### src/rtl/mult_accumulator_pkg.sv
`default_nettype none
// ==========================================================================
// mult_accumulator_pkg : shared state encodings and default widths
// Revision 1.0
// ==========================================================================
package mult_accumulator_pkg;

  // Upstream multiplier operands are 4-bit unsigned, so a product fits in 8 bits.
  localparam int unsigned DEF_PROD_W = 8;
  localparam int unsigned DEF_ACC_W  = 12;

  localparam logic [0:0] ST_ACCUM = 1'b0;
  localparam logic [0:0] ST_DONE  = 1'b1;

endpackage
`default_nettype wire

### src/rtl/mult_accumulator_adder.sv
`default_nettype none
// ==========================================================================
// mult_acc_adder : ACC_W+1 bit add with wrap, or saturate when
//                  MULT_ACC_SATURATE_EN is defined
// Revision 1.0
// ==========================================================================
module mult_acc_adder #(
  parameter int PROD_W = 8,
  parameter int ACC_W  = 12
) (
  input  logic [ACC_W-1:0]  acc_i,
  input  logic [PROD_W-1:0] product_i,
  output logic [ACC_W-1:0]  sum_o,
  output logic              carry_o
);

  logic [ACC_W:0] w_sum;

  assign w_sum   = {1'b0, acc_i} + {{(ACC_W+1-PROD_W){1'b0}}, product_i};
  assign carry_o = w_sum[ACC_W];

`ifdef MULT_ACC_SATURATE_EN
  // Once pinned at all-ones, every further non-zero add carries again, so it stays saturated.
  assign sum_o = w_sum[ACC_W] ? {ACC_W{1'b1}} : w_sum[ACC_W-1:0];
`else
  assign sum_o = w_sum[ACC_W-1:0];
`endif

endmodule
`default_nettype wire

### src/rtl/mult_accumulator.sv
`default_nettype none
// ==========================================================================
// mult_accumulator : sums BURST products, hands the total off via valid/ready
// Optional saturation: MULT_ACC_SATURATE_EN.  Revision 1.0
// ==========================================================================
module mult_accumulator
  import mult_accumulator_pkg::*;
#(
  parameter int PROD_W = DEF_PROD_W,
  parameter int ACC_W  = DEF_ACC_W,
  parameter int BURST  = 4
) (
  input  logic              clk,
  input  logic              rst_n,
  input  logic              clear,
  input  logic              in_valid,
  output logic              in_ready,
  input  logic [PROD_W-1:0] product,
  output logic              out_valid,
  input  logic              out_ready,
  output logic [ACC_W-1:0]  acc_out,
  output logic [7:0]        count,
  output logic              overflow
);

  localparam logic [7:0] C_BURST = 8'(BURST);

  logic [0:0]       state_q, state_d;
  logic [ACC_W-1:0] acc_q, acc_d;
  logic [7:0]       count_q, count_d;
  logic             ovf_q, ovf_d;
  logic [ACC_W-1:0] w_sum;
  logic             w_carry;
  logic             w_accept;
  logic             w_last;

  mult_acc_adder #(
    .PROD_W (PROD_W),
    .ACC_W  (ACC_W)
  ) u_adder (
    .acc_i     (acc_q),
    .product_i (product),
    .sum_o     (w_sum),
    .carry_o   (w_carry)
  );

  assign w_accept = in_valid && in_ready;
  assign w_last   = (count_q + 8'd1) == C_BURST;

  always_ff @(posedge clk or negedge rst_n) begin
    if (!rst_n) begin
      state_q <= ST_ACCUM;
    end else begin
      state_q <= state_d;
    end
  end

  always_comb begin
    state_d = state_q;
    if (clear) begin
      state_d = ST_ACCUM;
    end else begin
      case (state_q)
        ST_ACCUM: if (w_accept && w_last) state_d = ST_DONE;
        ST_DONE:  if (out_ready)          state_d = ST_ACCUM;
        default:                          state_d = ST_ACCUM;
      endcase
    end
  end

  // in_ready is gated by rst_n so nothing is accepted while reset is held.
  always_comb begin
    in_ready  = rst_n && (state_q == ST_ACCUM);
    out_valid = (state_q == ST_DONE);
  end

  always_comb begin
    acc_d   = acc_q;
    count_d = count_q;
    ovf_d   = ovf_q;
    if (clear || (out_valid && out_ready)) begin
      acc_d   = '0;
      count_d = '0;
      ovf_d   = 1'b0;
    end else if (w_accept) begin
      acc_d   = w_sum;
      count_d = count_q + 8'd1;
      ovf_d   = ovf_q | w_carry;
    end
  end

  always_ff @(posedge clk or negedge rst_n) begin
    if (!rst_n) begin
      acc_q   <= '0;
      count_q <= '0;
      ovf_q   <= 1'b0;
    end else begin
      acc_q   <= acc_d;
      count_q <= count_d;
      ovf_q   <= ovf_d;
    end
  end

  assign acc_out  = acc_q;
  assign count    = count_q;
  assign overflow = ovf_q;

endmodule
`default_nettype wire

### config.mk
export PLATFORM = sky130hd
export DESIGN_NAME = mult_accumulator
export DESIGN_NICKNAME = d
export VERILOG_FILES = /design/src/rtl/mult_accumulator_pkg.sv /design/src/rtl/mult_accumulator_adder.sv /design/src/rtl/mult_accumulator.sv
export SDC_FILE = /design/constraint.sdc
export NUM_CORES = 1
export LEC_CHECK = 0
export CAP_MARGIN = 30
export CORE_ASPECT_RATIO = 0.8
export CORE_UTILIZATION = 49
export CTS_CLUSTER_DIAMETER = 60
export DETAILED_ROUTE_END_ITERATION = 6
export PLACE_DENSITY_LB_ADDON = 0.12
export SLEW_MARGIN = 0
export SYNTH_ARGS = -nofsm -noshare
export SYNTH_HDL_FRONTEND = slang
export SYNTH_HIERARCHICAL = 1
export SYNTH_SLANG_ARGS = --single-unit
### constraint.sdc
create_clock -name clk -period 2.1 [get_ports clk]
set_input_delay 0.315 -clock clk [delete_from_list [all_inputs] [get_ports clk]]
set_output_delay 0.315 -clock clk [all_outputs]
set_load 0.02 [all_outputs]
==> key figures, run 1 <==
Logic synthesis
  – Synth Area in Simple Gates: 22.6%
  – Mapped Area: 1480 um2
  – Post-synthesis cell count: 167
  – Sequential-to-total area share from yosys stat: 37.2%
  – Largest family of logic cells by synthesized area: simple AND/OR/NAND/NOR gates
  – Mux share of post-synthesis cell area: 0%
  – Syn Area/Cell: 8.86 um2
  – Share of the synthesized area in the top cell type: 37.2%
  – Net count after synthesis: 190
  – Adder-Cell Fraction of Synth Area: 8.97%
  – Post-synthesis compound-gate area fraction: 18.4%
  – Yosys top cell by area: dfrtp_1
  – Synth unique cells: 37
  – Ys Warns: 6
  – Synth Register Bits: 22
  – Post-Synth XOR/XNOR Area: 10.1%
  – Synth area leaders: dfrtp_1, nand2_1, ha_1

Global route
  – Number of global-route vias before repair: 1,275
  – Antenna violations before repair: 0
  – GRT Overall Usage: 24.2%
  – Largest net degree at the start of global routing: 22
  – First-pass GRT wire length: 5920 um
  – Total grt overflow: 0

Detailed routing
  – Post-route ant nets: 0
  – Wirelength, routed: 3620 um
  – Drt first pass iters: 4
  – Via/cell ratio: 5.64
  – Drt drc: 0
  – Vias: 1,388
  – Routed wire per std cell: 14.7 um
  – Violation count after the first detailed-routing iteration: 54

STA
  – Fin. max-slew vios: 0
  – Minimum clock period: 2.01 ns
  – Max_slew headroom: 77.6%
  – Max Clock Freq: 498 MHz
  – Clock Skew: 0.00871 ns
  – Measured slew at the worst slew-check pin: 0.333 ns
  – Setup violations, final: 0
  – Final period util: 95.7%
  – Final Hold Fails: 0

Worst setup path
  – Required time of the critical path: 2.30 ns
  – Max stage delay on crit path: 0.41 ns
  – CP Max Fanout: 3
  – Startpoint types: input port
  – Critical Path Slowest Stage Cell: clkdlybuf4s50_1
  – Worst Setup Path Type: input port to flop
  – FF-to-FF setup slack: 0.12 ns
  – CP most frequent cell: a21oi_1
  – Critical Path, Cell by Cell: clkdlybuf4s50_1, ha_2, fa_2, a211oi_2, o21bai_1, a21oi_1, xnor2_1, nand2_1, a21oi_1
  – Worst path arrival time: 2.21 ns
  – Crit path capture type: flop

Floorplan
  – IO Count: 36
  – Die area: 3240 um2
  – Num rows: 17
  – Die height: 51.1 um
  – Die Width: 63.4 um
  – Initial Util: 52.7%
  – Core region area: 2810 um2

Clock tree
  – H-tree levels: 1
  – Clock transition at path regs: 0.09 ns
  – CTS tree: done
  – CTS Root Cell: clkbuf_8
  – Num CTS Buffers: 3
  – # hold bufs at CTS: 0
  – Maximum buffer depth of the clock tree: 2
  – # clock sinks: 22
  – Clock latency on the worst-skew pair: 0.27 ns

Power
  – Pleak: 0.805 nW
  – Design Power: 0.00101 W
  – Worst vdd ir: 278 uV
  – Power per Cell Area: 512 nW/um2

Layout
  – P&R area growth vs syn: 33.8%
  – Share of cells above drive strength 1: 13.9%
  – Net count reported at finish: 232
  – Inserted Diodes: 0
  – Finished Layout Cells: 246

Placement
  – Placed instance count: 242
  – # port buffers: 35
  – Post-DP HPWL: 2610 um
  – Gpl congestion: 0.809

Outcome
  – Status: finished, final reports clean

Run
  – Max-cap check violation count: 0

Min path
  – Worst hold path class: input port to async pin
-- worst paths after layout --
path	from	to	cells after the start
min in group clk	overflow	overflow	2
max	product[0]	acc_out[6]	9
min reg2reg	overflow	overflow	2
max in group asynchronous	rst_n	acc_out[1]	2
max reg2reg	acc_out[0]	acc_out[6]	8
min	rst_n	out_valid	2
-- through the flow --
| stage | worst slack [ns] | hold WS (ns) | util [%] | setup TNS (ns) | cell area, um2 |
|---|---|---|---|---|---|
| 2_1_floorplan | 0.0303 | 0.0194 | - | 0 | 1480 |
| 3_3_place_gp | -0.256 | 0.516 | 67.8 | -0.951 | 1900 |
| 3_5_place_dp | -0.301 | 0.502 | 67.8 | -1.27 | 1900 |
| 4_1_cts | 0.0457 | 0.443 | 70.0 | 0 | 1960 |
| 5_1_grt | -0.0171 | 0.472 | 70.5 | -0.0171 | 1980 |
| 6_report | 0.0909 | 0.444 | 70.5 | 0 | 1980 |
-- metal layers --
metal,up-vias,wire length (um),GRT usage [%],part of all wire (%)
met5,-,0,0,0
met4,0,59,10.2,1.6
met1,657,1680,32.8,46
li1,666,-,-,-
met2,58,1670,38.3,46
met3,7,212,4.24,5.9
-- critical path: cells and delay by family --
| kind | cells | cell delay, ns |
|---|---|---|
| compound gates | 4 | 0.69 |
| xor+xnor | 1 | 0.15 |
| simple gates | 1 | 0.08 |
| buf+inv | 1 | 0.41 |
| fa+ha+maj | 2 | 0.58 |
-- final cells by class --
class                   instances  area [um2]
multi-input cells             136         908
fillers                       229         828
flip-flops and latches         22         551
repair buffers                 42         403
clock buffers                   4        55.1
well taps                      38        47.5
inverters                       4        15.0
-- what timing repair did --
action	in CTS	in global routing
resized for setup	2	4
setup buffers	0	0
endpoints found under the setup margin	2	3
pin swaps	0	3
-- registers in the layout, summed over array words and instances, names as in the netlist --
register,cells
overflow,1
acc_out,12
out_valid,1
count,8
-- power by group --
| group | switching [W] | internal (W) |
|---|---|---|
| sequential | 0.0000133 | 0.000436 |
| combinational | 0.000137 | 0.000109 |
| clock | 0.000152 | 0.000168 |
| total | 0.000302 | 0.000712 |
-- cell usage in the layout, fill, tap and decap left out, types with 2 or more instances in the layout --
| master | synthesis | final |
|---|---|---|
| inv_1 | 4 | 4 |
| a21oi_2 | 1 | 2 |
| xnor2_1 | 12 | 12 |
| nand2_2 | 2 | 2 |
| clkbuf_8 | 0 | 4 |
| nand4_1 | 3 | 3 |
| nand3_1 | 5 | 5 |
| o21bai_1 | 3 | 3 |
| nor3_1 | 4 | 4 |
| xor2_1 | 5 | 5 |
| buf_4 | 0 | 7 |
| a21o_1 | 2 | 2 |
| a21oi_1 | 17 | 16 |
| nand2_1 | 35 | 35 |
| nor2_1 | 16 | 15 |
| dfrtp_1 | 22 | 22 |
| ha_1 | 9 | 8 |
| clkdlybuf4s50_1 | 0 | 35 |
| o21ai_0 | 2 | 2 |
-- cells in the mapped netlist, drive strengths merged --
cell type  instances
a211oi             2
a21o               2
a21oi             19
a221oi             1
a31oi              1
and2b              1
and3b              1
buf                1
clkbuf             4
dfrtp             22
fa                 1
ha                 9
inv                4
nand2             37
nand3              6
nand3b             1
nand4              3
nor2              16
nor3               4
nor3b              1
nor4               1
o2111ai            1
o211ai             1
o21ai              4
o21bai             3
o31a               1
o32ai              1
o41ai              1
or4b               1
xnor2             12
xor2               5
-- cell families (layout without fill, tap and decap cells) --
family | count (synthesis) | in the layout
simple gates | 72 | 72
fa+ha+maj | 10 | 10
flops | 22 | 22
xor+xnor | 17 | 17
buf+inv | 9 | 50
compound gates | 37 | 37
(Power assumes the default switching activity.)
==> inputs of run 2 (changes only) <==
--- a/config.mk
+++ b/config.mk
@@ -11,7 +11,6 @@
 export CTS_CLUSTER_DIAMETER = 60
 export DETAILED_ROUTE_END_ITERATION = 6
 export PLACE_DENSITY_LB_ADDON = 0.12
-export SLEW_MARGIN = 0
 export SYNTH_ARGS = -nofsm -noshare
 export SYNTH_HDL_FRONTEND = slang
 export SYNTH_HIERARCHICAL = 1
==> results of run 2 <==
Same layout as run 1: the final DEF is identical, and so are final timing and power.
==> inputs of run 3 (changes only) <==
--- a/config.mk
+++ b/config.mk
@@ -5,9 +5,10 @@
 export SDC_FILE = /design/constraint.sdc
 export NUM_CORES = 1
 export LEC_CHECK = 0
+export ABC_AREA = 1
 export CAP_MARGIN = 30
 export CORE_ASPECT_RATIO = 0.8
-export CORE_UTILIZATION = 49
+export CORE_UTILIZATION = 50
 export CTS_CLUSTER_DIAMETER = 60
 export DETAILED_ROUTE_END_ITERATION = 6
 export PLACE_DENSITY_LB_ADDON = 0.12
==> run 3 against run 2 <==
  * Register-to-register slack improved by 0.13 ns
  * Die area grew 6.9%
  * Worst hold slack better by 0.11 ns
  * Clock skew is 0.0073 ns lower
  * Core utilization shrank 3.0 points
  * Count of clock-buffer cells in the layout decreased by 1
  * Clock power is 18% lower
  * Critical path depth fell by 5
  * Combinational power rose by 21%
  * First-iteration DRC count rose by 56%
  * Largest cell class unchanged
  * Largest power group unchanged
==> key figures, run 3 <==
Worst setup path
  – Reg2Reg Launch Point: acc_out[0]
  – R2R cell count: 10
  – FF-to-FF setup slack: 0.25 ns
  – CP startpoint: rst_n
  – Startpoint types: input port
  – Reg-to-reg endpoint: overflow
  – Max stage delay on crit path: 0.60 ns
  – Critical Path, Cell by Cell: clkdlybuf4s50_1, inv_1, nor2_4, clkdlybuf4s50_1
  – Critical Path Slowest Stage Cell: clkdlybuf4s50_1
  – Worst Setup Path Type: input port to primary output
  – Crit path capture type: primary output
  – Number of cells on the critical path: 4
  – CP most frequent cell: clkdlybuf4s50_1
  – Worst path arrival time: 1.65 ns
  – CP top delay family: buffers and inverters
  – Critical path endpoint: in_ready
  – CP bufs+invs: 3
  – CP Max Fanout: 2
  – Required time of the critical path: 1.78 ns

Logic synthesis
  – Largest family of logic cells by synthesized area: simple AND/OR/NAND/NOR gates
  – Sequential-to-total area share from yosys stat: 34.1%
  – Synth Area in Simple Gates: 39.0%
  – Net count after synthesis: 248
  – Yosys top cell by area: dfrtp_1
  – Synth unique cells: 26
  – Adder-Cell Fraction of Synth Area: 8.20%
  – Ys async rst share: 100%
  – Synth area leaders: dfrtp_1, nand2_1, nand3_1
  – Post-synthesis compound-gate area fraction: 5.65%
  – Post-Synth XOR/XNOR Area: 4.33%
  – Most frequent cells after synthesis: nand2_1, inv_1, nand3_1, dfrtp_1, nor2_1
  – Mux share of post-synthesis cell area: 0%
  – Share of the synthesized area in the top cell type: 34.1%
  – Count leader, synth: nand2_1
  – Post-synthesis cell count: 225
  – EDFF count, synth: 0
  – Mapped Area: 1620 um2
  – Syn Area/Cell: 7.18 um2
  – Ys Warns: 6
  – Top_reg_cell synth: dfrtp_1
  – Synth Register Bits: 22

Global route
  – Antenna violations before repair: 0
  – GRT Overall Usage: 24.0%
  – Largest net degree at the start of global routing: 23
  – Total grt overflow: 0
  – Number of global-route vias before repair: 1,298
  – First-pass GRT wire length: 6180 um

STA
  – Minimum clock period: 1.96 ns
  – Unrepaired setup endpoints after global routing: false
  – Final Hold Fails: 0
  – Max Clock Freq: 509 MHz
  – Hold Slack: 0.551 ns
  – Clock Skew: 0.00144 ns
  – Setup violations, final: 0
  – Final period util: 93.6%
  – Fin. max-slew vios: 0
  – Setup WS post-layout: 0.135 ns
  – Max_slew headroom: 80.6%
  – Measured slew at the worst slew-check pin: 0.292 ns

Clock tree
  – Maximum buffer depth of the clock tree: 2
  – Clock transition at path regs: 0.08 ns
  – # clock sinks: 22
  – H-tree levels: 1
  – CTS tree: done
  – # hold bufs at CTS: 0
  – CTS Root Cell: clkbuf_8
  – Clock latency on the worst-skew pair: 0.26 ns
  – Num CTS Buffers: 3
  – Postcts setup bufs: 0
  – Post-CTS resize count: 0

Power
  – Clock network fraction of total power: 25.3%
  – Pleak: 1.09 nW
  – Sequential share of power: 46.2%
  – Design Power: 0.00104 W
  – Switching share of total power: 32.0%
  – Worst vdd ir: 296 uV
  – Power per Cell Area: 500 nW/um2
  – Comb pwr share: 28.5%
  – Sw power: 0.000333 W
  – P_int: 0.000708 W

Detailed routing
  – Drt first pass iters: 4
  – Via/cell ratio: 4.99
  – Wirelength, routed: 3720 um
  – Post-route ant nets: 0
  – Vias: 1,528
  – Drt drc: 0
  – Violation count after the first detailed-routing iteration: 84
  – Routed wire per std cell: 12.1 um

Outcome
  – Status: finished, final reports clean

Placement
  – DP Worst Slack: -0.0193 ns
  – Gpl congestion: 0.816
  – Post-DP HPWL: 2770 um
  – # port buffers: 35

Floorplan
  – Die height: 52.9 um
  – Num rows: 18
  – Die Width: 65.6 um
  – Core region area: 3090 um2
  – Initial Util: 52.4%
  – IO Count: 36
  – Die area: 3470 um2

Layout
  – Max reg flops: 12
  – Inserted Diodes: 0
  – Filler cell count: 289
  – P&R area growth vs syn: 28.8%
  – Net count reported at finish: 291
  – Share of cells above drive strength 1: 10.2%
  – Fin util: 67.5%
  – Commonest cells after routing, fill and taps aside: nand2_1, clkdlybuf4s50_1, inv_1
  – Commonest non-fill, non-tap cell in the layout: nand2_1

Run
  – Max-cap check violation count: 0

Min path
  – Worst hold path class: flop to flop
-- run 3: stage by stage --
step                      std cells  instance area, um2  setup TNS [ns]
final                           306                2080               0
after global routing            306                2080               0
after CTS                       306                2080               0
after detailed placement        303                2040         -0.0370
after global placement          303                2040               0
after floorplan                 225                1620               0
-- run 3: kinds of logic after synthesis --
family,after synthesis
buf+inv,35
xor+xnor,8
fa+ha+maj,10
compound gates,15
flops,22
simple gates,135
-- run 3: layout make-up --
type / count / area [um2] / area share, %
Sequential cell: 22 / 551 / 26.4
Tap cell: 40 / 50.0 / 2.40
Multi-Input combinational cell: 168 / 925 / 44.4
Inverter: 32 / 120 / 5.77
Timing Repair Buffer: 41 / 395 / 19.0
Clock buffer: 3 / 41.3 / 1.98
-- run 3: power by group through the flow --
stage	registers [W]	clock network, W	logic, W
2_1_floorplan	0.000515	0	0.000145
5_1_grt	0.000487	0.000285	0.000332
6_report	0.000481	0.000263	0.000297
3_5_place_dp	0.000489	0	0.000296
4_1_cts	0.000481	0.000272	0.000298
3_3_place_gp	0.000488	0	0.000293
-- run 3: worst min-delay path, cell delays in order, from the launching register on --
cell     delay (ns)
dfrtp_1        0.39
inv_1          0.06
a21oi_1        0.06
-- run 3: worst min-delay path by stage --
stage	from	cells after the start	endpoint	slack, ns
5_1_grt	acc_out[2]	2	acc_out[2]	0.59
4_1_cts	overflow	2	overflow	0.56
3_5_place_dp	acc_out[7]	2	acc_out[7]	0.54
3_3_place_gp	acc_out[2]	2	acc_out[2]	0.52
2_1_floorplan	rst_n	0	acc_out[0]	0.02
6_report	overflow	2	overflow	0.55
-- run 3: routing by layer --
metal  up-vias  part of all wire (%)  global-route usage (%)
met5         -                     0                       0
met4         0                   1.0                    6.52
met3         5                   4.8                    5.39
met2        42                    41                    33.5
met1       685                    54                    36.6
li1        796                     -                       -
==> patch 1: new RTL, config.mk and constraints of run 3 <==
Change the package constant `DEF_PROD_W` from 8 to 6.
--- a/src/rtl/mult_accumulator_pkg.sv
+++ b/src/rtl/mult_accumulator_pkg.sv
@@ -7,5 +7,5 @@
 
   // Upstream multiplier operands are 4-bit unsigned, so a product fits in 8 bits.
-  localparam int unsigned DEF_PROD_W = 8;
+  localparam int unsigned DEF_PROD_W = 6;
   localparam int unsigned DEF_ACC_W  = 12;
 
Ports: changed (resized product); port bits go from 36 to 34. No check against the original RTL was run, so the function may have changed too.
==> patch 1 against run 3 <==
Sequential cell count stayed put. Synthesized area shrank 6.6%. Routed wire length shrank 2.5%. Largest cell class unchanged. Setup slack better by 0.011 ns. Power up 6.9%. Design area decreased by 5.5%. Clock power increased by 53%. Via count is 3.7% lower. Critical path type unchanged.
==> patch 1: results (changes against run 3) <==
Run status:
- Run status: complete, no violations (unchanged).

Critical path:
- The highest net fanout along the worst path is 2 (unchanged).
- For flop-to-flop paths, the worst setup slack is 0.26 ns.
- At the worst endpoint, the arrival time is 1.64 ns.

Synth:
- Top post-synthesis cells by count: sky130_fd_sc_hd__nand2_1, sky130_fd_sc_hd__dfrtp_1, sky130_fd_sc_hd__inv_1, sky130_fd_sc_hd__nand3_1, sky130_fd_sc_hd__nor2_1 (was sky130_fd_sc_hd__nand2_1, sky130_fd_sc_hd__inv_1, sky130_fd_sc_hd__nand3_1).
- The fraction of synthesis flops using an asynchronous set or reset pin was 100% (unchanged).
- The share of synthesized area occupied by flip-flops and latches was 36.5% (was 34.1%).
- Largest cells by area after synthesis: sky130_fd_sc_hd__dfrtp_1, sky130_fd_sc_hd__nand2_1, sky130_fd_sc_hd__nand3_1, sky130_fd_sc_hd__ha_1, sky130_fd_sc_hd__inv_1 (unchanged).
- The distinct cell type count of the synthesized netlist came to 29 (was 26).
- The synthesized netlist net count is 221 (was 248).
- The warning count from the yosys run is 6 (unchanged).
- The synthesized netlist cell count is 202 (was 225).

Drt:
- The total wire length after detailed routing is 3620 um (was 3720 um).
- The via density per instance is 5.29 (was 4.99).
- The routed length per placed instance is 13.0 um (was 12.1 um).
- The number of violations reported at the end of detailed-routing iteration 0 is 149 (was 84).
- The count of TritonRoute iterations in the first routing pass came to 7 (was 4).

Placement:
- The cell count after placement is 274 (was 303).
- The half-perimeter wire length after placement is 2560 um (was 2770 um).
- The count of input and output buffers came to 33 (was 35).
- The worst setup timing slack at the placement stage was -0.0205 ns (was -0.0193 ns).
- The weighted congestion at the end of routability-driven global placement is 0.877 (was 0.816).
- The cell area after placement came to 1900 um^2 (was 2040 um^2).

Finish:
- The proportion of layout cells with a drive suffix above 1 is 9.17% (was 10.2%).
- The final antenna diode count came to 0 (unchanged).
- The final-stage net count is 260 (was 291).
- The number of flip-flops in the largest register was 12 (unchanged).

Timing:
- The measured slew at the worst slew-check pin is 0.299 ns (was 0.292 ns).
- The worst setup skew after layout is 0.0103 ns (was 0.00144 ns).
- The post-route worst setup slack is 0.146 ns (was 0.135 ns).

GRT:
- The all-layer global routing usage is 24.7% (was 24.0%).
- The largest net degree at the start of global routing is 23 (unchanged).
- The first-pass GRT wire length came to 6180 um (about the same).
- The via count of the first global-routing pass came to 1383 (was 1298).
- The number of antenna violations at the first check in global routing is 0 (unchanged).

Clock tree:
- The clock slew seen by the registers of the worst setup and hold paths is 0.08 ns (about the same).
- The clock root buffer master is sky130_fd_sc_hd__clkbuf_8 (unchanged).
- The TritonCTS buffer count is 3 (unchanged).
- The total number of H-tree levels is 1 (unchanged).
- The clock latency of the later-clocked register in the worst-skew pair is 0.27 ns.
- The maximum count of clock buffers along a single path was 2 (unchanged).
- The post-CTS repair timing setup buffer count is 0 (unchanged).
- The number of cells upsized or downsized after cts was 0 (unchanged).

Hold path:
- The worst hold-check path type is flip-flop to flip-flop (unchanged).

Power and ir drop:
- The standby leakage power is 0.000987 uW (was 0.00109 uW).
- The maximum VDD drop is 0.440 mV (was 0.296 mV).
==> patch 1: worst paths after layout <==
path                       depth (start not counted)                     end              startpoint
max reg2reg                                       11  acc_out[8]$_DFFE_PN0P_  acc_out[0]$_DFFE_PN0P_
min                                                2    overflow$_DFFE_PN0P_    overflow$_DFFE_PN0P_
min reg2reg                                        2    overflow$_DFFE_PN0P_    overflow$_DFFE_PN0P_
min in group asynchronous                          3    count[5]$_DFFE_PN0P_                   rst_n
max                                                4                in_ready                   rst_n
max in group asynchronous                          3  acc_out[5]$_DFFE_PN0P_                   rst_n
==> patch 1: report_power, final <==
part / switching [uW] / internal (uW)
Clock: 147 / 255
Combinational: 129 / 104
Sequential: 32.9 / 444
==> patch 1: layout make-up <==
cell class                      count  area, um^2
Clock buffer                        3        41.3
Clock inverter                      1        30.0
Fill cell                         220         840
Inverter                           21        78.8
Multi-Input combinational cell    156         860
Sequential cell                    22         551
Tap cell                           38        47.5
Timing Repair Buffer               37         360
==> patch 1: worst max-delay path, stage by stage <==
cell and delay, ns:
sky130_fd_sc_hd__clkdlybuf4s50_1 0.53, sky130_fd_sc_hd__inv_1 0.09, sky130_fd_sc_hd__nor2_4 0.09, sky130_fd_sc_hd__clkdlybuf4s50_1 0.61
==> patch 1: kinds of logic (layout without fill, tap and decap cells) <==
family / Yosys count / in the layout / share of synthesized area (%)
adder cells (fa/ha/maj): 8 / 8 / 7.12
flip-flops: 22 / 22 / 36.5
AND/OR/NAND/NOR: 125 / 125 / 38.7
AO/OA/AOI/OAI: 16 / 16 / 6.55
buffers and inverters: 24 / 62 / 6.63
XOR/XNOR: 7 / 7 / 4.56
==> patch 1: metal layers <==
metal,global-route usage [%],part of all wire [%],vias up
met5,0,0,-
met4,6.06,1.2,0
met3,4.69,8.1,8
met2,40.2,46,79
met1,33.9,45,658
li1,-,-,726
==> patch 1: metrics by stage <==
stage | hold WS (ns) | TNS, ns
global route | 0.582 | 0
detailed placement | 0.529 | -0.0423
global placement | 0.518 | 0
CTS | 0.549 | 0
floorplan | 0.0194 | 0
finish | 0.545 | 0
==> patch 2: new RTL, flow settings as in run 3 <==
Made on the original files. Reset style: synchronous (`rst_n`), changed in 2 clocked blocks.
--- a/src/rtl/mult_accumulator.sv
+++ b/src/rtl/mult_accumulator.sv
@@ -48,5 +48,5 @@
   assign w_last   = (count_q + 8'd1) == C_BURST;
 
-  always_ff @(posedge clk or negedge rst_n) begin
+  always_ff @(posedge clk) begin
     if (!rst_n) begin
       state_q <= ST_ACCUM;
@@ -90,5 +90,5 @@
   end
 
-  always_ff @(posedge clk or negedge rst_n) begin
+  always_ff @(posedge clk) begin
     if (!rst_n) begin
       acc_q   <= '0;
Behaviour: differs if rst_n is asserted again (counterexample within 4 cycles, from zero or initial values and one cycle with rst_n low); with rst_n held inactive, the same outputs for 10 cycles.
==> patch 2 against run 3 <==
Setup slack improved by 0.091 ns. Power shrank 13%. Count of clock-buffer cells in the layout rose by 1. Synthesized area is 0.46% lower. Routed wire length is 6.2% lower. Sequential cell count stayed put. Design area down 1.4%. Highest routed layer unchanged. Register-to-register slack gained 0.14 ns.
==> patch 2: results (changes against run 3) <==
Finish:
- The proportion of layout cells with a drive suffix above 1 is 11.7% (was 10.2%).
- The final-stage net count came to 306 (was 291).
- The number of flip-flops in the largest register was 12 (unchanged).
- The final non-filler cell total is 322 (was 306).

Critical path:
- The data arrival time of the critical path was 1.56 ns (was 1.65 ns).
- The delay of the slowest cell on the worst path is 0.62 ns (was 0.60 ns).
- The highest net fanout along the worst path is 3 (was 2).

Placement:
- The half-perimeter wire length after placement is 2670 um (was 2770 um).
- The worst setup timing slack at the placement stage is 0.0206 ns (was -0.0193 ns).
- The weighted congestion at the end of routability-driven global placement is 0.835 (was 0.816).

Timing:
- The normalized max-slew margin was 72.8% (was 80.6%).
- The worst setup skew after layout is 0.00216 ns (was 0.00144 ns).

GRT:
- The all-layer global routing usage is 21.3% (was 24.0%).
- The first-pass GRT wire length is 5560 um (was 6180 um).
- The largest net degree at the start of global routing came to 22 (was 23).
- The via count of the first global-routing pass is 1240 (was 1298).

Power and ir drop:
- The maximum VDD drop is 0.380 mV (was 0.296 mV).
- The standby leakage power came to 0.000930 uW (was 0.00109 uW).

Clock tree:
- The hold-fix buffer count after cts is 0 (unchanged).
- The total number of H-tree levels is 1 (unchanged).
- The post-CTS repair timing setup buffer count is 0 (unchanged).

Drt:
- The via density per instance is 4.97 (was 4.99).
- The number of violations reported at the end of detailed-routing iteration 0 is 77 (was 84).

Synth:
- Largest cells by area after synthesis: sky130_fd_sc_hd__dfxtp_1, sky130_fd_sc_hd__nand2_1, sky130_fd_sc_hd__inv_1, sky130_fd_sc_hd__ha_1, sky130_fd_sc_hd__a21oi_2 (was sky130_fd_sc_hd__dfrtp_1, sky130_fd_sc_hd__nand2_1, sky130_fd_sc_hd__nand3_1, sky130_fd_sc_hd__ha_1, sky130_fd_sc_hd__inv_1).
- The warning count from the yosys run came to 6 (unchanged).
- Top post-synthesis cells by count: sky130_fd_sc_hd__nand2_1, sky130_fd_sc_hd__inv_1, sky130_fd_sc_hd__dfxtp_1 (was sky130_fd_sc_hd__nand2_1, sky130_fd_sc_hd__inv_1, sky130_fd_sc_hd__nand3_1).
- The synthesized netlist net count is 268 (was 248).
- The distinct cell type count of the synthesized netlist was 25 (was 26).
- The primary flip-flop cell chosen by synthesis mapping is sky130_fd_sc_hd__dfxtp_1 (was sky130_fd_sc_hd__dfrtp_1).
- The fraction of synthesis flops using an asynchronous set or reset pin is 0% (was 100%).
- The share of synthesized area occupied by flip-flops and latches is 27.4% (was 34.1%).

Run status:
- Run status: complete, no violations (unchanged).
## patch 2: cell count changes after synthesis, moves of 3 or more
cell / change
sky130_fd_sc_hd__nand4_1: +3
sky130_fd_sc_hd__dfxtp_1: +22
sky130_fd_sc_hd__nand3_1: -5
sky130_fd_sc_hd__o211ai_1: +3
sky130_fd_sc_hd__nand2_1: +5
sky130_fd_sc_hd__a21oi_2: +11
sky130_fd_sc_hd__dfrtp_1: -22
sky130_fd_sc_hd__a21oi_1: +5
## patch 2: worst paths after layout
kind | from | endpoint | slack [ns] | depth (start not counted)
min | overflow$_SDFFE_PP0P_ | overflow$_SDFFE_PP0P_ | 0.46 | 2
max reg2reg | acc_out[0]$_SDFFE_PP0P_ | acc_out[8]$_SDFFE_PP0P_ | 0.39 | 10
max | rst_n | in_ready | 0.23 | 4
min reg2reg | overflow$_SDFFE_PP0P_ | overflow$_SDFFE_PP0P_ | 0.46 | 2
## patch 2: through the flow
step / power [uW] / utilization (%) / cell area [um^2] / hold WS (ns)
floorplan: 543 / - / 1610 / 0.512
global placement: 601 / 64.8 / 2000 / 0.443
detailed placement: 603 / 64.8 / 2000 / 0.452
CTS: 914 / 66.5 / 2050 / 0.465
global route: 944 / 66.5 / 2050 / 0.475
finish: 906 / 66.5 / 2050 / 0.462
## patch 2: area by class of cell
cell class              count  area [um^2]
well taps                  40         50.0
fillers                   310         1030
repair buffers             39          380
inverters                  35          131
flip-flops and latches     22          440
clock buffers               4         55.1
multi-input cells         182          996
## patch 2: worst max-delay path: cells and delay by family
family / cells / cell delay, ns
simple gates: 1 / 0.12
buf+inv: 3 / 1.13
## patch 2: cells by family after synthesis
group           count (synthesis)  share of synthesized area, %
flops                          22                          27.4
xor+xnor                        6                          3.27
compound gates                 31                          13.8
fa+ha+maj                      10                          8.24
buf+inv                        41                          10.7
simple gates                  135                          36.5
## patch 2: per-layer routing
layer  global-route usage [%]  vias up  part of all wire [%]
li1                         -      854                     -
met1                     31.0      712                    55
met2                     32.1       33                    40
met3                     4.57        2                   5.1
met4                     3.26        0                  0.46
met5                        0        -                     0
## patch 2: report_power, final
part	leakage, uW	internal [uW]	switching [uW]
clock	0.0000288	167	146
combinational	0.000723	70.4	89.8
sequential	0.000178	425	8.20
